==> src/rtl/note_sequencer.sv <==
// Note sequencer: steps through a small table of {divider, duration} notes
// and drives the PWM sine generator's divider input.
//
// Ports:
//   clk, rst_n      clock, asynchronous active-low reset
//   tempo           clocks per beat minus 1, sampled at each beat reload
//   wr_en/wr_addr   table write strobe and address
//   wr_div/wr_dur   table write data (divider, duration in beats minus 1)
//   len, loop       last entry index played; wrap to entry 0 when loop=1
//   start, stop     level-sampled playback control, stop wins
//   divider, gate   current note divider and non-rest indication
//   busy            high while playing
//   step_idx        index of the current note
//   note_strobe     one-cycle pulse when a new note is presented

module note_sequencer #(
   parameter int DIV_W   = 12,
   parameter int DUR_W   = 4,
   parameter int TEMPO_W = 16,
   parameter int AW      = 3
) (
   input  logic               clk,
   input  logic               rst_n,
   input  logic [TEMPO_W-1:0] tempo,
   input  logic               wr_en,
   input  logic [AW-1:0]      wr_addr,
   input  logic [DIV_W-1:0]   wr_div,
   input  logic [DUR_W-1:0]   wr_dur,
   input  logic [AW-1:0]      len,
   input  logic               loop,
   input  logic               start,
   input  logic               stop,
   output logic [DIV_W-1:0]   divider,
   output logic               gate,
   output logic               busy,
   output logic [AW-1:0]      step_idx,
   output logic               note_strobe
);

   localparam int DEPTH = 2 ** AW;

   typedef enum logic {
      IDLE = 1'b0,
      PLAY = 1'b1
   } state_t;

   state_t state_q;
   state_t state_d;

   logic [DIV_W-1:0]   tbl_div [DEPTH];
   logic [DUR_W-1:0]   tbl_dur [DEPTH];

   logic [TEMPO_W-1:0] beat_q;
   logic [TEMPO_W-1:0] beat_d;
   logic [DUR_W-1:0]   dur_q;
   logic [DUR_W-1:0]   dur_d;
   logic [DIV_W-1:0]   div_q;
   logic [DIV_W-1:0]   div_d;
   logic               gate_q;
   logic               gate_d;
   logic [AW-1:0]      idx_q;
   logic [AW-1:0]      idx_d;
   logic               stb_q;
   logic               stb_d;

   logic               do_load;
   logic               do_clear;
   logic [AW-1:0]      load_idx;
   logic               beat_tick;
   logic               note_done;

   assign beat_tick = (beat_q == '0);
   assign note_done = beat_tick && (dur_q == '0);

   // Table: writes allowed in any state. A load on the same edge as a
   // write to the same entry reads the old contents.
   always_ff @(posedge clk or negedge rst_n) begin
      if (!rst_n) begin
         for (int i = 0; i < DEPTH; i++) begin
            tbl_div[i] <= '0;
            tbl_dur[i] <= '0;
         end
      end else if (wr_en) begin
         tbl_div[wr_addr] <= wr_div;
         tbl_dur[wr_addr] <= wr_dur;
      end
   end

   // Next-state decision. stop beats start, start beats note expiry.
   always_comb begin
      state_d  = state_q;
      do_load  = 1'b0;
      do_clear = 1'b0;
      load_idx = '0;
      unique case (state_q)
         IDLE: begin
            if (start && !stop) begin
               state_d = PLAY;
               do_load = 1'b1;
            end
         end
         PLAY: begin
            if (stop) begin
               state_d  = IDLE;
               do_clear = 1'b1;
            end else if (start) begin
               do_load = 1'b1;
            end else if (note_done) begin
               if (idx_q != len) begin
                  do_load  = 1'b1;
                  load_idx = idx_q + 1'b1;
               end else if (loop) begin
                  do_load = 1'b1;
               end else begin
                  state_d  = IDLE;
                  do_clear = 1'b1;
               end
            end
         end
         default: begin
            state_d  = IDLE;
            do_clear = 1'b1;
         end
      endcase
   end

   // Datapath next values.
   always_comb begin
      beat_d = beat_q;
      dur_d  = dur_q;
      div_d  = div_q;
      gate_d = gate_q;
      idx_d  = idx_q;
      stb_d  = 1'b0;
      if (do_clear) begin
         beat_d = '0;
         dur_d  = '0;
         div_d  = '0;
         gate_d = 1'b0;
         idx_d  = '0;
      end else if (do_load) begin
         idx_d  = load_idx;
         div_d  = tbl_div[load_idx];
         dur_d  = tbl_dur[load_idx];
         beat_d = tempo;
         gate_d = |tbl_div[load_idx];
         stb_d  = 1'b1;
      end else if (state_q == PLAY) begin
         // A tick with dur 0 is an expiry, handled above as load/clear,
         // so here a tick always has dur_q > 0.
         if (beat_tick) begin
            beat_d = tempo;
            dur_d  = dur_q - 1'b1;
         end else begin
            beat_d = beat_q - 1'b1;
         end
      end
   end

   always_ff @(posedge clk or negedge rst_n) begin
      if (!rst_n) begin
         state_q <= IDLE;
         beat_q  <= '0;
         dur_q   <= '0;
         div_q   <= '0;
         gate_q  <= 1'b0;
         idx_q   <= '0;
         stb_q   <= 1'b0;
      end else begin
         state_q <= state_d;
         beat_q  <= beat_d;
         dur_q   <= dur_d;
         div_q   <= div_d;
         gate_q  <= gate_d;
         idx_q   <= idx_d;
         stb_q   <= stb_d;
      end
   end

   assign divider     = div_q;
   assign gate        = gate_q;
   assign busy        = (state_q == PLAY);
   assign step_idx    = idx_q;
   assign note_strobe = stb_q;

endmodule

==> config.mk <==
export PLATFORM = sky130hd
export DESIGN_NAME = note_sequencer
export DESIGN_NICKNAME = d
export VERILOG_FILES = /design/src/rtl/note_sequencer.sv
export SDC_FILE = /design/constraint.sdc
export NUM_CORES = 1
export LEC_CHECK = 0
export CAP_MARGIN = 10
export CORE_ASPECT_RATIO = 0.6
export CORE_MARGIN = 4
export CORE_UTILIZATION = 53
export CTS_CLUSTER_SIZE = 16
export DETAILED_ROUTE_END_ITERATION = 10
export HOLD_SLACK_MARGIN = 0.08
export PLACE_DENSITY = 0.76
export REMOVE_ABC_BUFFERS = 1
export SLEW_MARGIN = 20
export SYNTH_ARGS = -nofsm -noshare
export SYNTH_HDL_FRONTEND = slang
export SYNTH_SLANG_ARGS = --single-unit
export TNS_END_PERCENT = 10
==> constraint.sdc <==
create_clock -name clk -period 2.37 [get_ports clk]
set_input_delay 0.474 -clock clk [delete_from_list [all_inputs] [get_ports clk]]
set_output_delay 0.474 -clock clk [all_outputs]
set_load 0.02 [all_outputs]
==> flow_summary.toml <==
[grt]
grt_use_met1_pct = 40.5
grt_pass1_vias = 6999
grt_usage_pct = 28.0
grt_max_degree = 61
grt_first_pass_wirelength_mm = 38.9
grt-busiest-layer = "met2"
antenna_found_initial = 0
grtUsageMet3_pct = 5.63
grt_overflow = 0
use_met2_pct = 43.2

[synth]
yosysTopAreaCellShare_pct = 49.9
synth_top_flop_cell = "dfrtp_1"
synth_area_leaders = "dfrtp_1 (50%), mux2_2 (18%), mux2i_1 (2.9%)"
netlist_area_um2 = 8320
async_reset_ff_share_pct = 100
ys_types = 76
synth_edf_count = 0
synthCells = 697
ys_seq_elements = 166
yosys_warnings = 0
yosysTopAreaCell = "dfrtp_1"
syn_avg_cell_area_um2 = 11.9
seq_area_frac_synth_pct = 49.9

[routing]
drc_errors = 0
drt_wl_total_mm = 25.3
drt_iter0_markers = 799
drt-pass1-iter-count = 6
ant_nets = 0
via_per_inst = 6.28
vias = 6889
wl_per_cell_um = 23.1

[sta]
timing.final.ws_setup_ns = -0.245
layout_min_cycle_time_ns = 2.62
tightest_slew_ns = 1.09
hold_viol = 0
final-setup-viol-count = 14
relSlewSlack_pct = 27.3
max_freq_ghz = 0.382
tns_ns = -2.02
drv_slew = 0
fin_crit_sh_pct = 110
clock_skew_ns = 0.00700
rsz0062_at_grt = "yes"

[power]
p_leak_nw = 4.83
max-vdd-ir-drop_uv = 543
swShare_pct = 31.2
power_density_nw_per_um2 = 911
p_int_w = 0.00702
pwr-share-seq_pct = 38.8
p_sw_w = 0.00319
p_clk_share_pct = 31.0
p_comb_share_pct = 30.2

[clock_tree]
clock_path_buffers = 2
cts_made_buffers = 17
cts.sinks = 166
cts_tree = "done"
clock_latency_ns = 0.42
cts-htree-levels = 4
cts.clk_slew.worst_paths_ns = 0.07
root_buffer = "clkbuf_16"

[cells_and_area]
num-nets-final = 929
fillCellCount = 938
num_antenna_cells = 0
fin_area_um2 = 11200
drive_gt1_share_pct = 43.3
area_growth_pct = 34.8

[die]
io_pins = 62
fp.dieH_um = 105
coreArea_um2 = 15400
initial_core_util_pct = 54.1
die_area_um2 = 17800
die_width_um = 170
std_cell_rows = 35

[critical_path]
reg2reg_from = "dur_q[0]$_DFFE_PN0P_"
rr_endpoint = "gate$_DFFE_PN0P_"
cp_max_fo = 4
critical_path_required_ns = 2.71
critPathLaunchType = "flip-flop"
path_class = "flip-flop to flip-flop"
critical_path.endpoint_type = "flip-flop"
r2r_slack_ns = -0.25
r2r_cells = 11
arrival_ns = 2.95

[outcome]
violations = "setup timing"
status = "finished, violations left"

[min_path]
min_from = "divider[4]$_DFFE_PN0P_"
holdPathStages = 2
hold_path_end = "divider[4]$_DFFE_PN0P_"
hold_class = "flip-flop to flip-flop"

[place]
gp_congestion = 0.957
port_buffers = 61
placed_area_um2 = 10000
dp_hpwl_mm = 16.7

[flow_run]
cap_violations = 0
## cell usage in the layout, fill, tap and decap left out, drive strengths merged, types with 20 or more instances in the layout
master	netlist	layout
mux2i	24	24
dfrtp	166	166
o21ai	37	37
nand2	32	32
mux2	132	132
a21oi	36	36
nor2	37	37
clkdlybuf4s50	0	60
inv	14	20
nor3	21	21
buf	16	147
## critical path: stages, from the launching register on
cell and delay [ns]:
dfrtp_1 0.40, inv_2 0.09, ha_4 0.15, or3b_4 0.41, a311oi_4 0.33, buf_6 0.18, buf_4 0.12, a21oi_1 0.07
a211oi_1 0.20, mux2i_1 0.18, a2bb2oi_1 0.18, a41oi_1 0.22
## worst max path at each step
| stage | end | start | slack, ns | cells after the start |
|---|---|---|---|---|
| 2_1_floorplan | gate$_DFFE_PN0P_ | step_idx[0]$_DFFE_PN0P_ | -1.35 | 8 |
| 3_3_place_gp | dur_q[1]$_DFFE_PN0P_ | start | -0.49 | 9 |
| 3_5_place_dp | gate$_DFFE_PN0P_ | start | -0.58 | 9 |
| 4_1_cts | dur_q[2]$_DFFE_PN0P_ | dur_q[0]$_DFFE_PN0P_ | -0.23 | 12 |
| 5_1_grt | gate$_DFFE_PN0P_ | beat_q[0]$_DFFE_PN0P_ | -0.35 | 11 |
| 6_report | gate$_DFFE_PN0P_ | dur_q[0]$_DFFE_PN0P_ | -0.25 | 11 |
## Yosys cell counts, drive strengths merged (3+ instances only)
cell type  count
a21oi         36
mux2i         24
o31ai          4
nand3         11
a22o           5
nand4          9
dfrtp        166
mux2         132
ha             4
o41ai          4
o21ai         37
a31oi          7
and3           5
a21boi         4
nor3b          7
clkbuf        27
or4            5
nand2         32
buf           16
xnor2          4
nand4b         4
inv           14
nor3          21
nand2b         5
o211ai         4
o22ai          7
nor4           9
a22oi          3
a211oi         4
or3            5
nor2          37
mux4           9
a211o          5
## flip-flops by register name (all words and copies together) (netlist names)
| name | flops |
|---|---|
| dur_q | 4 |
| note_strobe | 1 |
| tbl_dur | 32 |
| busy | 1 |
| step_idx | 3 |
| tbl_div | 96 |
| beat_q | 16 |
| divider | 12 |
| gate | 1 |
## per-layer routing
layer  routed length (µm)  part of all wire, %  vias to the layer above
met5                    0                    0                        -
met4                  422                  1.7                        0
met3                 2090                  8.2                       45
met2                11800                   47                      329
met1                11000                   43                     3546
li1                     -                    -                     2969
## per-stage QoR
step                      setup WS, ns  instances  utilization [%]  total power, W  hold slack [ns]
after floorplan                  -1.35        654                -         0.00533            0.178
after global placement          -0.486       1041             65.2         0.00641            0.437
after detailed placement        -0.578       1041             65.2         0.00660            0.445
after CTS                       -0.229       1086             71.1         0.00989            0.483
after global routing            -0.346       1097             73.0          0.0107            0.522
final                           -0.245       1097             73.0          0.0102            0.481
## area by class of cell
cell class | count | area, µm² | area share [%]
Multi-Input combinational cell | 474 | 4150 | 37.0
Clock buffer | 18 | 439 | 3.92
Inverter | 14 | 52.6 | 0.469
Tap cell | 203 | 254 | 2.26
Sequential cell | 166 | 4160 | 37.1
Clock inverter | 14 | 234 | 2.09
Timing Repair Buffer | 208 | 1930 | 17.2
## logic make-up after synthesis
family / count (synthesis) / share of synthesized area, %
DFF: 166 / 49.9
buffers and inverters: 57 / 3.53
AOI/OAI and AO/OA: 140 / 11.0
muxes: 165 / 23.2
xor gates and xnor gates: 5 / 0.797
and+or+nand+nor: 160 / 10.9
adders and majority gates: 4 / 0.602
## power by group through the flow
stage / sequential (W) / combinational [W] / clock, W
after floorplan: 0.00387 / 0.00146 / 0
after global placement: 0.00389 / 0.00252 / 0
after detailed placement: 0.00394 / 0.00266 / 0
after CTS: 0.00391 / 0.00279 / 0.00319
after global routing: 0.00402 / 0.00333 / 0.00332
final: 0.00397 / 0.00308 / 0.00317
## what timing repair did
| action | CTS | global route |
|---|---|---|
| gates resized for setup | 33 | 41 |
| setup endpoints to repair | 31 | 34 |
| hold buffers | 1 | 0 |
| endpoints found under the hold margin | 46 | 0 |
| buffers inserted | 11 | 12 |
| pin swaps | 13 | 24 |
| gates cloned | 1 | 0 |
Note: power is estimated with default switching activity, not from simulation.
